## config.mk

```make
export PLATFORM = sky130hd
export DESIGN_NAME = alu_cmd_sequencer
export DESIGN_NICKNAME = d
export VERILOG_FILES = /design/src/rtl/alu_cmd_sequencer.sv
export SDC_FILE = /design/constraint.sdc
export NUM_CORES = 1
export LEC_CHECK = 0
export ABC_AREA = 1
export BUFFER_PORTS_ARGS = -buffer_cell sky130_fd_sc_hd__clkbuf_2
export CAP_MARGIN = 20
export CORE_MARGIN = 5
export CORE_UTILIZATION = 45
export DETAILED_ROUTE_END_ITERATION = 8
export GPL_TIMING_DRIVEN = 0
export HOLD_SLACK_MARGIN = 0.02
export PLACE_DENSITY = 0.69
export SLEW_MARGIN = 25
export SYNTH_ARGS = -nofsm -noshare
export SYNTH_HDL_FRONTEND = slang
export SYNTH_SLANG_ARGS = --single-unit
```

## constraint.sdc

```tcl
create_clock -name clk -period 1.5 [get_ports clk]
set_input_delay 0.375 -clock clk [delete_from_list [all_inputs] [get_ports clk]]
set_output_delay 0.375 -clock clk [all_outputs]
set_load 0.01 [all_outputs]
```

## src/rtl/alu_cmd_sequencer.sv

```systemverilog
// Command sequencer for the 8-bit combinational ALU: fetches operands from a
// local 4x8 register file, issues them, waits ALU_LAT cycles, writes back and responds.
module alu_cmd_sequencer #(
    parameter int unsigned ALU_LAT = 0
) (
    input  logic       clk,
    input  logic       rst,
    input  logic       cmd_valid,
    output logic       cmd_ready,
    input  logic [2:0] cmd_op,
    input  logic [1:0] cmd_dst,
    input  logic [1:0] cmd_src_a,
    input  logic [1:0] cmd_src_b,
    input  logic       cmd_imm_en,
    input  logic [7:0] cmd_imm,
    output logic [7:0] alu_a,
    output logic [7:0] alu_b,
    output logic [2:0] alu_sel,
    input  logic [7:0] alu_result,
    input  logic       alu_carry,
    output logic       rsp_valid,
    output logic [7:0] rsp_result,
    output logic       rsp_carry,
    input  logic [1:0] rd_addr,
    output logic [7:0] rd_data
);

    localparam int unsigned DW   = 8;
    localparam int unsigned AW   = 2;
    localparam int unsigned OPW  = 3;
    localparam int unsigned NREG = 4;
    localparam int unsigned CW   = 3;

    typedef enum logic [1:0] {
        IDLE = 2'd0,
        EXEC = 2'd1,
        WAIT = 2'd2
    } state_t;

    state_t          state_q, state_d;
    logic [DW-1:0]   rf_q [NREG];
    logic [DW-1:0]   rf_d [NREG];
    logic [DW-1:0]   alu_a_q, alu_a_d;
    logic [DW-1:0]   alu_b_q, alu_b_d;
    logic [OPW-1:0]  alu_sel_q, alu_sel_d;
    logic [AW-1:0]   dst_q, dst_d;
    logic [CW-1:0]   cnt_q, cnt_d;
    logic            rsp_valid_q, rsp_valid_d;
    logic [DW-1:0]   rsp_result_q, rsp_result_d;
    logic            rsp_carry_q, rsp_carry_d;

    assign cmd_ready  = (state_q == IDLE) && !rst;
    assign rd_data    = rf_q[rd_addr];
    assign alu_a      = alu_a_q;
    assign alu_b      = alu_b_q;
    assign alu_sel    = alu_sel_q;
    assign rsp_valid  = rsp_valid_q;
    assign rsp_result = rsp_result_q;
    assign rsp_carry  = rsp_carry_q;

    // Next-state: issue on accept, count down ALU latency, write back in EXEC
    always_comb begin
        state_d      = state_q;
        rf_d         = rf_q;
        alu_a_d      = alu_a_q;
        alu_b_d      = alu_b_q;
        alu_sel_d    = alu_sel_q;
        dst_d        = dst_q;
        cnt_d        = cnt_q;
        rsp_valid_d  = 1'b0;
        rsp_result_d = rsp_result_q;
        rsp_carry_d  = rsp_carry_q;

        case (state_q)
            IDLE: begin
                if (cmd_valid && cmd_ready) begin
                    alu_a_d   = rf_q[cmd_src_a];
                    alu_b_d   = cmd_imm_en ? cmd_imm : rf_q[cmd_src_b];
                    alu_sel_d = cmd_op;
                    dst_d     = cmd_dst;
                    if (ALU_LAT == 0) begin
                        state_d = EXEC;
                    end else begin
                        cnt_d   = CW'(ALU_LAT - 1);
                        state_d = WAIT;
                    end
                end
            end
            WAIT: begin
                if (cnt_q == '0) begin
                    state_d = EXEC;
                end else begin
                    cnt_d = cnt_q - CW'(1);
                end
            end
            EXEC: begin
                rf_d[dst_q]  = alu_result;
                rsp_result_d = alu_result;
                rsp_carry_d  = alu_carry;
                rsp_valid_d  = 1'b1;
                state_d      = IDLE;
            end
            default: state_d = IDLE;
        endcase
    end

    // Reset aborts any in-flight operation with no writeback or response
    always_ff @(posedge clk) begin
        if (rst) begin
            state_q      <= IDLE;
            for (int i = 0; i < NREG; i++) rf_q[i] <= '0;
            alu_a_q      <= '0;
            alu_b_q      <= '0;
            alu_sel_q    <= '0;
            dst_q        <= '0;
            cnt_q        <= '0;
            rsp_valid_q  <= 1'b0;
            rsp_result_q <= '0;
            rsp_carry_q  <= 1'b0;
        end else begin
            state_q      <= state_d;
            for (int i = 0; i < NREG; i++) rf_q[i] <= rf_d[i];
            alu_a_q      <= alu_a_d;
            alu_b_q      <= alu_b_d;
            alu_sel_q    <= alu_sel_d;
            dst_q        <= dst_d;
            cnt_q        <= cnt_d;
            rsp_valid_q  <= rsp_valid_d;
            rsp_result_q <= rsp_result_d;
            rsp_carry_q  <= rsp_carry_d;
        end
    end

endmodule

```

After elaboration in Yosys (flattened, before gate mapping)
Cells that the tools add are included.

Bits in writable memories: 0. Memories kept: 0. Flip-flop bits (word level): 68. Word-level logic and storage cells: 54. Memory bits (read-only): 0. Input bits: 32. Bits in latches: 0. Output and inout port bits: 38.

Multiplexer cells: 17. Add/sub/neg operators: 1. Divide/modulo/power cells: 0. Magnitude comparators: 5. Shifts and indexed selects: 0. Reduce and logical (&&, ||, !) cells: 9. Eq/ne operators: 4. Bitwise operators: 5. Multiply operators: 0.

Operators with widths (number): 8-bit 2-to-1 mux (8); 8-bit binary-select mux with 2-bit select (3); 32-bit bitwise mux (1); 8-bit demux with 2-bit select (1); 3-bit greater-or-equal comparator, second input constant (4); 2-bit inverter with 3-bit output (4); 2-bit AND reduction (3); 2-bit 2-to-1 mux (2); 2-bit case mux with 2 select lines (1); 1-bit logical AND (3); 3-bit zero test (1); 3-bit by 1-bit less-than comparator with 1-bit output, second input constant (1); 3-bit by 1-bit subtractor with 3-bit output, second input constant (1); 2-bit by 1-bit equality test with 1-bit output, second input constant (1); 2-bit equality test, second input constant (1); 2-bit zero test (1); 2-bit by 1-bit inequality test with 1-bit output, second input constant (1); 2-bit inequality test, second input constant (1); 1-bit zero test (1); 1-bit 2-to-1 mux (1); 1-bit inverter (1).

Depth between registers and ports, before layout
Depth in word-level cells: 6. Gate-level depth with buffers: 8. Mapped depth without buffers: 7.

Worst setup path before layout
OpenSTA, ideal clock, no wires.

Kind: input -> output. Start: input port rd_addr[0]. End: output port rd_data[5]. Slack: 30 ps. Data required time: 1125 ps. Stages on the path: 6. Buffers on the path: 2. Arrival time: 1095 ps. Cells stage by stage: buf_4 > inv_2 > buf_2 > o21ai_0 > a21oi_1 > a21oi_1.

Longest elaborated chain between the ends: 4.

Ends and longest elaborated chain: from (decl) (line 24) `input logic [1:0] rd_addr,`; 2-bit inverter with 3-bit output (not written as such) (line 53) `assign rd_data = rf_q[rd_addr];`; 8-bit binary-select mux with 2-bit select (line 53); 8-bit 2-to-1 mux (not written as such) (2 in a row) (line 53); to (decl) (line 25) `output logic [7:0] rd_data`.

No other way between the ends. The select of a mux whose other input is x is not followed.

Final worst setup path
Start: register rf_q[16] (netlist bit). End: output port rd_data[0].

Longest elaborated chain between the ends: 3.

Ends and longest elaborated chain: from (decl) (line 41) `logic [DW-1:0] rf_q [NREG];`; 8-bit binary-select mux with 2-bit select (line 53); 8-bit 2-to-1 mux (not written as such) (2 in a row) (line 53).

No other way between the ends. The select of a mux whose other input is x is not followed.

==> qor.yml <==
critical_path:
  start_kind: "register"
  crit_type: "register to output port"
  path_common_cell: "a21oi_1"
  critPathRequiredTime_ns: 1.12
  arrival_ns: 1.18
  end_kind: "output port"
  crit_chain: "inv_2, o21ai_1, a21oi_1, a21oi_1, buf_2"
  cp_max_fo: 2
  path_buf_inv: 2
  critPathMaxStageDelay_ns: 0.35
  cp_slowest_cell: "dfxtp_2"
  path_delay_family: "flip-flops"
pwr:
  powerDensity_mw_per_mm2: 1080
  irDropWorstVdd_uv: 450
  p_leak_uw: 0.00176
placement:
  hpwl_um: 6840
  gp_congestion: 0.895
  io_buffer_count: 65
  place_area_mm2: 0.00342
yosys:
  ys_warn_count: 0
  synth_area_leader_cell: "dfxtp_1"
  ys_top_cells_by_area: "dfxtp_1, a21oi_1, nand3_1"
  avgSynthCellArea_um2: 7.16
  netlist.area_leader.share_pct: 42.7
  ys_seq_elements: 64
  synth_nets: 451
  synth_cells: 419
  syn_area_mm2: 0.00300
  yosysSeqAreaShare_pct: 42.7
  synth_cell_types: 18
routing:
  route.detailed.wl_per_inst_um: 15.5
  vias: 3215
  ant_nets: 0
  wirelength_um: 9070
  drc: 0
  drt-initial-drc-count: 195
  drtPass1Iterations: 4
  vias_per_cell: 5.49
clocking:
  clockBufferDepth: 2
  clock-sinks: 64
  h-tree-depth: 3
  cts_root_buf: "clkbuf_8"
  cts_tree: "yes"
  clk_pin_slew_ns: 0.07
  worstSkewPairLatency_ns: 0.33
  cts_made_buffers: 9
global_route:
  grt_pass1_vias: 3168
  grtUsageTotal_pct: 21.7
  grt_pass1_wl_um: 14800
  grt_max_degree: 12
  grt-ovfl-total: 0
  grt_antenna_before_repair: 0
timing:
  fin_crit_sh_pct: 104
  report.final.slew_viol_count: 0
  fin_skew_ns: 0.00328
  max_clock_freq_ghz: 0.644
  setup_viol: 8
  setup_slack_ns: -0.0539
  tns_ns: -0.167
  rsz0062_at_grt: "yes"
  finalHoldViolCount: 0
  slew_headroom_pct: 67.3
  period_minus_slack_ns: 1.55
  tightestPinTransition_ns: 0.490
final_layout:
  final_nets: 536
  n_antenna_cell: 0
  final_area_mm2: 0.00385
  fillers: 617
  areaGrowthSynthToFinish_pct: 28.2
  drive_gt1_share_pct: 31.2
floorplanning:
  io_pins: 70
  dieArea_mm2: 0.00840
  die-height_um: 91.7
  initial_core_util_pct: 46.7
  coreArea_mm2: 0.00642
  row_count: 29
  die_w_um: 91.7
status:
  violations: "negative setup slack"
  run_status: "finished, violations left"
min_path:
  hold_path_class: "input port to register"
run:
  cap_violations: 0
-- path summary, 6_finish.rpt --
path,startpoint,end,slack [ns],cells past startpoint
hold / removal,cmd_op[2],alu_sel[2]$_SDFFE_PP0P_,0.24,3
setup / recovery,rf_q[16]$_SDFFE_PP0P_,rd_data[0],-0.05,5
hold reg to reg,alu_sel[0]$_SDFFE_PP0P_,alu_sel[0]$_SDFFE_PP0P_,0.46,2
setup reg to reg,dst_q[1]$_SDFFE_PP0P_,rf_q[23]$_SDFFE_PP0P_,0.24,5
-- cell usage after synthesis (all sizes together) --
cell type and instances:
or2 8, o21ai 60, nand2 67, a21oi 74, dfxtp 64, a22o 7, nand3 62, buf 21
nor2 2, inv 48, clkbuf 6
-- registers in the layout, indices dropped and copies added, names as in the netlist --
name,count
alu_a,8
rf_q,32
rsp_result,8
alu_b,8
dst_q,2
rsp_carry,1
rsp_valid,1
state_q,1
alu_sel,3
-- power by group --
group | total, uW | internal (uW) | leakage, uW | switching [uW]
combinational | 606 | 240 | 0.00111 | 366
clock | 1720 | 1070 | 0.000117 | 647
sequential | 1830 | 1780 | 0.000527 | 47.4
-- per-layer routing --
metal	vias up	wire length (um)	global-route usage, %
met5	-	0	0
met4	0	170	8.04
met3	13	551	3.76
met2	120	4480	38.3
met1	1501	3860	26.2
li1	1581	-	-
-- cells by family (layout without fill, tap and decap cells) --
kind of cell | Yosys count | count (layout) | synth area share (%)
DFF | 64 | 64 | 42.7
and+or+nand+nor | 139 | 139 | 21.2
buffers and inverters | 75 | 165 | 11.5
AOI/OAI and AO/OA | 141 | 141 | 24.6
-- layout make-up --
type                            count  area [um^2]  area share, %
Buffer                             26          193           5.01
Clock buffer                       14          173           4.49
Clock inverter                      2         60.1           1.56
Inverter                           48          190           4.94
Multi-Input combinational cell    280         1420           37.0
Sequential cell                    64         1290           33.6
Tap cell                           77         96.3           2.50
Timing Repair Buffer               75          418           10.9
-- cell usage in the layout (no fill, tap or decap), types with 2 or more instances in the layout --
cell and count:
nand2_1 65, a21oi_2 5, clkbuf_8 12, bufinv_16 2, a22o_1 7, buf_2 15
inv_4 2, o21ai_1 7, o21ai_0 46, or2_2 8, clkbuf_1 8, buf_4 15
buf_8 3, nor2_2 2, inv_1 32, o21ai_2 6, dfxtp_2 8, nand3_1 61
inv_2 13, clkbuf_2 57, buf_6 4, a21oi_1 69, dfxtp_1 55
-- worst register-to-register path, cell delays in order (launching register included) --
cell and delay [ns]:
dfxtp_1 0.32, inv_1 0.10, nand3_1 0.22, buf_4 0.26, o21ai_0 0.18, a21oi_1 0.06
-- timing repair --
action	CTS	global route
endpoints found under the setup margin	9	9
cloned	0	1
setup buffers	8	1
gates resized for setup	35	26
hold buffers	0	0
pin swaps	8	0
-- metrics by stage --
step                util, %  hold slack [ns]  worst slack, ns  power, uW  std cells
global route           59.9            0.230           -0.137       4340        586
floorplan                 -            0.456           0.0304       2200        419
detailed placement     53.3            0.459           -0.186       2420        561
global placement       53.3            0.448           -0.150       2400        561
finish                 59.9            0.243          -0.0539       4160        586
CTS                    58.4            0.230          -0.0603       4140        584
Note: power is estimated with default switching activity, not from simulation.
